## config.mk

```make
export PLATFORM = sky130hd
export DESIGN_NAME = control_sequencer
export DESIGN_NICKNAME = d
export VERILOG_FILES = /design/src/rtl/cpu_pkg.sv /design/src/rtl/instr_decode.sv /design/src/rtl/control_sequencer.sv
export SDC_FILE = /design/constraint.sdc
export NUM_CORES = 1
export LEC_CHECK = 0
export BUFFER_PORTS_ARGS = -buffer_cell sky130_fd_sc_hd__clkbuf_2
export CORE_ASPECT_RATIO = 0.6
export CORE_UTILIZATION = 35
export DETAILED_ROUTE_END_ITERATION = 10
export PLACE_DENSITY = 0.68
export SYNTH_ARGS = -nofsm -noshare
export SYNTH_HDL_FRONTEND = slang
export SYNTH_HIERARCHICAL = 1
export SYNTH_SLANG_ARGS = --single-unit
export TNS_END_PERCENT = 5
```

## constraint.sdc

```tcl
create_clock -name clock -period 2 [get_ports clock]
set_input_delay 0.1 -clock clock [delete_from_list [all_inputs] [get_ports clock]]
set_output_delay 0.1 -clock clock [all_outputs]
set_load 0.1 [all_outputs]
```

## src/rtl/cpu_pkg.sv

```systemverilog
// Shared definitions for the control sequencer: opcodes, instruction
// field positions, FSM states and decoded instruction classes.
package cpu_pkg;

  localparam logic [3:0] OP_NOP = 4'h0;
  localparam logic [3:0] OP_MOV = 4'h1;
  localparam logic [3:0] OP_LDI = 4'h2;
  localparam logic [3:0] OP_ADD = 4'h3;
  localparam logic [3:0] OP_SUB = 4'h4;
  localparam logic [3:0] OP_HLT = 4'hF;

  localparam int OPC_MSB = 7;
  localparam int OPC_LSB = 4;
  localparam int RD_MSB  = 3;
  localparam int RD_LSB  = 2;
  localparam int RS_MSB  = 1;
  localparam int RS_LSB  = 0;

  typedef enum logic [2:0] {
    ST_FETCH,
    ST_DECODE,
    ST_EXEC1,
    ST_EXEC2,
    ST_EXEC3,
    ST_HALT
  } state_t;

  // Illegal opcodes decode to CLS_NOP; the separate illegal flag marks them.
  typedef enum logic [2:0] {
    CLS_NOP,
    CLS_MOV,
    CLS_LDI,
    CLS_ADD,
    CLS_SUB,
    CLS_HLT
  } op_class_t;

endpackage

```

## src/rtl/instr_decode.sv

```systemverilog
// Purely combinational instruction decoder: splits the instruction byte into
// an operation class and the two register fields.
module instr_decode
  import cpu_pkg::*;
(
  input  logic [7:0] ir,
  output op_class_t  op_class,
  output logic [1:0] rd,
  output logic [1:0] rs,
  output logic       illegal
);

  logic [3:0] opcode;

  assign opcode = ir[OPC_MSB:OPC_LSB];
  assign rd     = ir[RD_MSB:RD_LSB];
  assign rs     = ir[RS_MSB:RS_LSB];

  // Map the opcode to its class; undefined opcodes behave as NOP.
  always_comb begin
    op_class = CLS_NOP;
    illegal  = 1'b0;
    case (opcode)
      OP_NOP:  op_class = CLS_NOP;
      OP_MOV:  op_class = CLS_MOV;
      OP_LDI:  op_class = CLS_LDI;
      OP_ADD:  op_class = CLS_ADD;
      OP_SUB:  op_class = CLS_SUB;
      OP_HLT:  op_class = CLS_HLT;
      default: illegal  = 1'b1;
    endcase
  end

endmodule

```

## src/rtl/control_sequencer.sv

```systemverilog
// Fetch/decode/execute control unit. Drives the register file, memory and
// ALU strobes so that exactly one source owns the databus in any cycle.
//
// state     | meaning
// ----------+-------------------------------------------------------------
// FETCH     | read opcode at pc (only while run=1), pc += 1
// DECODE    | classify ir; NOP/illegal return to FETCH, HLT goes to HALT
// EXEC1     | MOV copy / LDI immediate load / ADD,SUB rd -> ALU operand A
// EXEC2     | ADD,SUB rs -> ALU operand B
// EXEC3     | ADD,SUB ALU result -> rd
// HALT      | stopped until reset; run ignored
module control_sequencer
  import cpu_pkg::*;
#(
  parameter logic [7:0] PC_RESET = 8'h00
) (
  input  logic       clock,
  input  logic       reset,
  input  logic       run,
  input  logic [7:0] in_databus,
  output logic [7:0] pc,
  output logic       mem_enable,
  output logic       load,
  output logic       enable,
  output logic [1:0] in_regselect,
  output logic [1:0] out_regselect,
  output logic       alu_load_a,
  output logic       alu_load_b,
  output logic       alu_enable,
  output logic       alu_sub,
  output logic       halted,
  output logic       illegal
);

  state_t     state, state_next;
  logic [7:0] ir;
  op_class_t  op_class;
  logic [1:0] rd, rs;
  logic       dec_illegal;

  logic       ir_load, pc_inc;
  logic       mem_enable_c, load_c, enable_c, alu_load_a_c, alu_load_b_c;
  logic       alu_enable_c, alu_sub_c, halted_c, illegal_c;
  logic [1:0] in_regselect_c, out_regselect_c;

  instr_decode u_decode (
    .ir       (ir),
    .op_class (op_class),
    .rd       (rd),
    .rs       (rs),
    .illegal  (dec_illegal)
  );

  // State, instruction register and program counter; pc wraps mod 256.
  always_ff @(posedge clock or posedge reset) begin
    if (reset) begin
      state <= ST_FETCH;
      ir    <= 8'h00;
      pc    <= PC_RESET;
    end else begin
      state <= state_next;
      if (ir_load) ir <= in_databus;
      if (pc_inc)  pc <= pc + 8'd1;
    end
  end

  // Next-state and strobe decode; everything but the FETCH mem_enable is
  // a function of state and ir only.
  always_comb begin
    state_next      = state;
    ir_load         = 1'b0;
    pc_inc          = 1'b0;
    mem_enable_c    = 1'b0;
    load_c          = 1'b0;
    enable_c        = 1'b0;
    in_regselect_c  = 2'b00;
    out_regselect_c = 2'b00;
    alu_load_a_c    = 1'b0;
    alu_load_b_c    = 1'b0;
    alu_enable_c    = 1'b0;
    alu_sub_c       = 1'b0;
    halted_c        = 1'b0;
    illegal_c       = 1'b0;
    case (state)
      ST_FETCH: begin
        if (run) begin
          mem_enable_c = 1'b1;
          ir_load      = 1'b1;
          pc_inc       = 1'b1;
          state_next   = ST_DECODE;
        end
      end
      ST_DECODE: begin
        case (op_class)
          CLS_NOP: begin
            illegal_c  = dec_illegal;
            state_next = ST_FETCH;
          end
          CLS_HLT: state_next = ST_HALT;
          default: state_next = ST_EXEC1;
        endcase
      end
      ST_EXEC1: begin
        state_next = ST_FETCH;
        case (op_class)
          CLS_MOV: begin
            enable_c        = 1'b1;
            out_regselect_c = rs;
            load_c          = 1'b1;
            in_regselect_c  = rd;
          end
          CLS_LDI: begin
            mem_enable_c   = 1'b1;
            load_c         = 1'b1;
            in_regselect_c = rd;
            pc_inc         = 1'b1;
          end
          CLS_ADD, CLS_SUB: begin
            enable_c        = 1'b1;
            out_regselect_c = rd;
            alu_load_a_c    = 1'b1;
            alu_sub_c       = (op_class == CLS_SUB);
            state_next      = ST_EXEC2;
          end
          default: state_next = ST_FETCH;
        endcase
      end
      ST_EXEC2: begin
        enable_c        = 1'b1;
        out_regselect_c = rs;
        alu_load_b_c    = 1'b1;
        alu_sub_c       = (op_class == CLS_SUB);
        state_next      = ST_EXEC3;
      end
      ST_EXEC3: begin
        alu_enable_c   = 1'b1;
        load_c         = 1'b1;
        in_regselect_c = rd;
        alu_sub_c      = (op_class == CLS_SUB);
        state_next     = ST_FETCH;
      end
      ST_HALT: halted_c = 1'b1;
      default: state_next = ST_FETCH;
    endcase
  end

  // Reset forces every strobe low at once, including the run-gated fetch.
  always_comb begin
    mem_enable    = mem_enable_c & ~reset;
    load          = load_c & ~reset;
    enable        = enable_c & ~reset;
    in_regselect  = reset ? 2'b00 : in_regselect_c;
    out_regselect = reset ? 2'b00 : out_regselect_c;
    alu_load_a    = alu_load_a_c & ~reset;
    alu_load_b    = alu_load_b_c & ~reset;
    alu_enable    = alu_enable_c & ~reset;
    alu_sub       = alu_sub_c & ~reset;
    halted        = halted_c & ~reset;
    illegal       = illegal_c & ~reset;
  end

endmodule

```

After elaboration in Yosys (flattened, before gate mapping)
Index checks and enable logic that the tools add are counted.
- word-level logic and storage cells: 69
- register bits: 19
- reductions and logical operators: 9
- equal/unequal tests: 16
- $add $sub $neg: 1
- multiplexer cells: 29
- bitwise gates (word level): 11
- operators with widths (cell ; count):
    one-hot mux 3 bit (5 select lines) ; 2
    two-way mux 1 bit ; 14
    equality test 3 x 2 -> 1 bit, second input constant ; 4
    equality test 3 bit, second input constant ; 4
    one-hot mux 2 bit (2 select lines) ; 3
    AND 1 bit ; 9
    adder 8 x 1 -> 8 bit, second input constant ; 1
    equality test 4 x 2 -> 1 bit, second input constant ; 2
    two-way mux 2 bit ; 4
    one-hot mux 1 bit (2 select lines) ; 4
    equality test 3 x 1 -> 1 bit, second input constant ; 2
    zero test 3 bit ; 2
    one-hot mux 3 bit (2 select lines) ; 1
    OR reduction 2 bit ; 3
    OR reduction 6 bit ; 1
    equality test 4 x 1 -> 1 bit, second input constant ; 1
    equality test 4 x 3 -> 1 bit, second input constant ; 1
    equality test 4 bit, second input constant ; 1
    zero test 4 bit ; 1
    two-way mux 3 bit ; 1
    OR reduction 3 bit ; 1
    != test 2 bit, second input constant ; 1
    inverter 1 bit ; 2
    AND reduction 2 bit ; 1

Longest topological paths before layout
- depth in word-level cells: 7
- gate-level depth with buffers: 7

By module
Netlist, hierarchy kept.
- modules (own cells, without submodules) (module ; cells an instance ; sequential area each (um2) ; times used ; area each (um2)):
    control_sequencer ; 99 ; 475.5 ; 1 ; 1074.8
    instr_decode ; 14 ; 0.0 ; 1 ; 90.1

Least setup slack after synthesis
OpenSTA, ideal clock, no wires.
- path kind: register -> output
- start: register ir[5]
- end: output port in_regselect[0]
- arrival: 4.266 ns
- cell stages (with the launch flop): 7
- data required time: 1.900 ns
- slack: -2.366 ns
- path buffers: 0
- cells stage by stage: dfrtp_1 > and3_2 > o21a_1 > xnor2_1 > o31a_1 > nor3_1 > and2_1
- longest elaborated chain between the ends: 7
- elaborated cells between the ends (all ways): 12
- classes of those cells: 7 x eq/ne; 4 x mux; 1 x reduce/logical
- ends and longest elaborated chain (what ; RTL line ; text):
    start, declared ; control_sequencer.sv:36 ; logic [7:0] ir;
    start signal, assigned ; control_sequencer.sv:62 ; if (ir_load) ir <= in_databus;
    equality test 4 bit (tied with other cells) ; instr_decode.sv:23 ; case (opcode)
    one-hot mux 3 bit (5 select lines) * ; instr_decode.sv:23 ;
    named net op_class[0] ; control_sequencer.sv:37 ; op_class_t op_class;
    equality test 3 x 1 -> 1 bit / equality test 3 x 2 -> 1 bit (equally long branches) ; control_sequencer.sv:105 ; case (op_class)
    OR reduction 2 bit (no source line) * ; -- ;
    two-way mux 2 bit * ; control_sequencer.sv:105 ;
    one-hot mux 2 bit (2 select lines) * ; control_sequencer.sv:84 ; case (state)
    two-way mux 2 bit * ; control_sequencer.sv:152 ; in_regselect = reset ? 2'b00 : in_regselect_c;
    end, declared ; control_sequencer.sv:25 ; output logic [1:0] in_regselect,
Mark *: on every way through the listed nets, which the timed path passes. The rest lies on a longest branch.

Worst setup path in the final report
- start: register ir[5]
- end: output port out_regselect[1]
- longest elaborated chain between the ends: 7
- elaborated cells between the ends (all ways): 13
- classes of those cells: 8 x eq/ne; 4 x mux; 1 x reduce/logical
- ends and longest elaborated chain (what ; RTL line ; text):
    equality test 4 bit (tied with other cells) ; instr_decode.sv:23 ;
    one-hot mux 3 bit (5 select lines) * ; instr_decode.sv:23 ;
    named net op_class[2] ; control_sequencer.sv:37 ;
    equality test 3 bit / equality test 3 x 2 -> 1 bit (equally long branches) ; control_sequencer.sv:105 ;
    OR reduction 2 bit ; control_sequencer.sv:105 ;
    one-hot mux 2 bit (2 select lines) * ; control_sequencer.sv:105 ;
    one-hot mux 2 bit (2 select lines) * ; control_sequencer.sv:84 ;
    two-way mux 2 bit * ; control_sequencer.sv:153 ; out_regselect = reset ? 2'b00 : out_regselect_c;
    end, declared ; control_sequencer.sv:26 ; output logic [1:0] out_regselect,
Marks and branches as above.

==> metrics.md <==
| Metric | Value |
|---|---|
| Status | `finished, violations left` |
| Failing checks | `negative setup slack` |
| Overflow after GRT | `0` |
| CP Cell Sequence | `or3_4 -> a21boi_4 -> nor2b_2 -> a22o_4 -> a32oi_2 -> nor2_2 -> buf_12` |
| Layout fillers | `254` |
| Placed cell count | `about 190` |
| Setup violations, final | `9` |
| Net count after synthesis | `125` |
| Synth unique cells | `39` |
| Core Rows | `15` |
| DRT iter0 DRCs | `13` |
| Adder-Cell Fraction of Synth Area | `0.01074` |
| Simple-gate share of the synthesized area | `0.2449` |
| Layout area overhead | `50.70%` |
| Depth of the worst register-to-register path | `7` |
| Post-CTS Hold Fix Bufs | `0` |
| Io pins | `32` |
| Final hold violations | `0` |
| Main synth FF type | `dfrtp_1` |
| Die area | `approximately 0.0036 mm2` |
| Die H | `between 40 and 50 um` |
| Final period util | `1.135` |
| FMAX | `about 0.44 GHz` |
| Number of port buffers | `31` |
| Cells after Synth | `between 100 and 150` |
| Vias in the first global route | `between 900 and 1000` |
| DRT Wirelength | `2906 um` |
| CP startpoint kind | `register` |
| CTS Buf Count | `3` |
| Critical path fanouts, max | `5` |
| Post-route DRC | `0` |
| Worst EP arrival | `approximately 2.2 ns` |
| Sequential area share after synthesis | `0.4082` |
| Starting Density | `0.3855` |
| Fin crit period | `2.269 ns` |
| TNS Setup | `-1.722 ns` |
| Antenna Cells | `0` |
| HPWL after DPL | `approximately 2300 um` |
| Min setup slack post-route | `-0.2695 ns` |
| DR WL/cell | `around 15 um` |
| CTS tree | `done` |
| Die Width | `~76 um` |
| Number of synthesized flops with an enable pin | `0` |
| Unrepaired setup endpoints after global routing | `true` |
| Largest net degree at the start of global routing | `13` |
| Layout Cells excl Fill | `a little under 200` |
| CTS clk-pin slew, worst paths | `0.07 ns` |
| Xor and xnor fraction of the mapped netlist area | `0.06015` |
| Cell Area, Synth | `around 0.0012 mm2` |
| First-pass GRT wire length | `about 4500 um` |
| Worst slew margin | `0.6408` |
| CP max-delay cell | `or3_4` |
| Compound-Gate Fraction of Synth Area | `0.1160` |
| Clock buffer depth | `2` |
| GRT Total Usage | `0.1727` |
| Sink count of the clock tree | `19` |
| Seq cells post-synth | `19` |
| Worst Setup End Kind | `output port` |
| CP max stage delay | `0.43 ns` |
| Worst EP required | `1.90 ns` |
| Avg Inst Size Synth | `10.31 um2` |
| Largest family of logic cells by synthesized area | `simple AND/OR/NAND/NOR gates` |
| GP Congestion | `between 0.8 and 0.9` |
| Hold Path Class | `in -> async` |
| Post-synthesis mux area share | `0.08700` |
| Via-per-instance ratio | `5.036` |
| Pre-antenna DRT Iters | `4` |
| Vias | `just under 1000` |
| Worst-case clock skew | `0.001956 ns` |
| Number of max-cap violations | `0` |
| Share of layout cells above drive strength 1 | `0.5425` |
| Core area | `around 0.0030 mm2` |
| Max-slew violations | `0` |
| Initial antenna violation count | `0` |
| Final #Nets | `roughly 170` |
| Worst slew pin tran | `around 0.54 ns` |
| Synth Warn # | `6` |
| Crit path kind | `reg -> out` |
| H-Tree Depth | `1` |
| Clk_lat worst skew | `between 0.2 and 0.3 ns` |
| Root Buffer | `clkbuf_8` |
| Antenna viol nets, final | `0` |
| Async SR Flop Fraction | `1.000` |
==> cell usage after synthesis (all sizes together), types with 3 or more instances <==
master | count | area, um2
nand3 | 4 | 20.02
inv | 5 | 18.77
xor2 | 5 | 43.79
nor3b | 3 | 33.78
and2 | 3 | 18.77
xnor2 | 3 | 26.28
nand2 | 6 | 22.52
nor2 | 11 | 41.29
nor3 | 4 | 20.02
a21oi | 4 | 20.02
dfrtp | 19 | 475.5
mux2 | 9 | 101.4
buf | 8 | 62.56
nand2b | 3 | 18.77
==> stage by stage <==
step	utilization	area, um2	setup slack (ns)	hold WS [ns]
after floorplan	-	1206	-0.7935	0.2517
after global placement	0.5329	1610	-0.03046	0.2735
after detailed placement	0.5329	1610	-0.1175	0.2886
after CTS	0.5631	1702	-0.2588	0.01520
after global routing	0.5810	1755	-0.3408	0.04803
final	0.5810	1755	-0.2695	0.01920
==> routing by layer <==
layer  up-vias  global-route usage  share of wire
met1       471              0.2222           0.45
met5         -                   0              0
met4         0             0.05000          0.013
met3         8             0.03564          0.046
met2        25              0.3027           0.49
li1        478                   -              -
==> critical path, delay by kind of cell (launching register included) <==
kind,cells,cell delay [ns]
buffers and inverters,1,0.17
AND/OR/NAND/NOR,3,0.59
AO/OA/AOI/OAI,3,0.73
flip-flops,1,0.42
==> repair_timing <==
| action | in CTS | in global routing |
|---|---|---|
| gates resized for setup | 5 | 12 |
| endpoints found under the setup margin | 16 | 17 |
| pin swaps | 6 | 6 |
| setup buffers | 3 | 0 |
| cloned | 0 | 0 |
==> flip-flops by register name, summed over array words and instances, names as in the netlist <==
register and flops:
state 3, ir 8, pc 8
==> cells by family (layout without fill, tap and decap cells) <==
logic type,count (synthesis),in the layout
and+or+nand+nor,45,45
AOI/OAI and AO/OA,17,17
buffers and inverters,14,54
DFF,19,19
muxes,9,9
xor gates and xnor gates,8,8
adders and majority gates,1,1
==> placed cells by master (no fill, tap or decap), types with 3 or more instances in the layout <==
| master | n |
|---|---|
| nand3_1 | 4 |
| mux2_2 | 9 |
| clkbuf_2 | 19 |
| nor2_2 | 3 |
| buf_4 | 12 |
| nand2b_1 | 3 |
| nor2_1 | 8 |
| buf_12 | 12 |
| xnor2_1 | 3 |
| inv_1 | 5 |
| xor2_1 | 5 |
| clkbuf_8 | 3 |
| dfrtp_1 | 18 |
| nand2_1 | 6 |
| and2_2 | 3 |
==> path summary, 6_finish.rpt <==
| path | start | endpoint | slack [ns] |
|---|---|---|---|
| setup / recovery | ir[5] | out_regselect[1] | -0.27 |
| hold / removal | reset | state[0] | 0.02 |
| setup reg to reg | ir[5] | pc[6] | 0.01 |
| hold reg to reg | pc[7] | pc[7] | 0.47 |
| max in group asynchronous | reset | ir[2] | 1.80 |
| min in group clock | in_databus[0] | ir[0] | 0.08 |
==> layout make-up <==
type / count / area, um2 / area share
tap: 42 / 52.55 / 0.02994
multi-input combinational: 80 / 713.2 / 0.4063
clock inverter: 1 / 5.005 / 0.002851
timing repair buffer: 45 / 447.9 / 0.2552
clock buffer: 3 / 41.29 / 0.02352
inverter: 5 / 18.77 / 0.01069
sequential: 19 / 476.7 / 0.2716
Power is left out: the tool's default activity adds up to more than one toggle a clock period on the data nets, which glitch-free logic cannot reach.
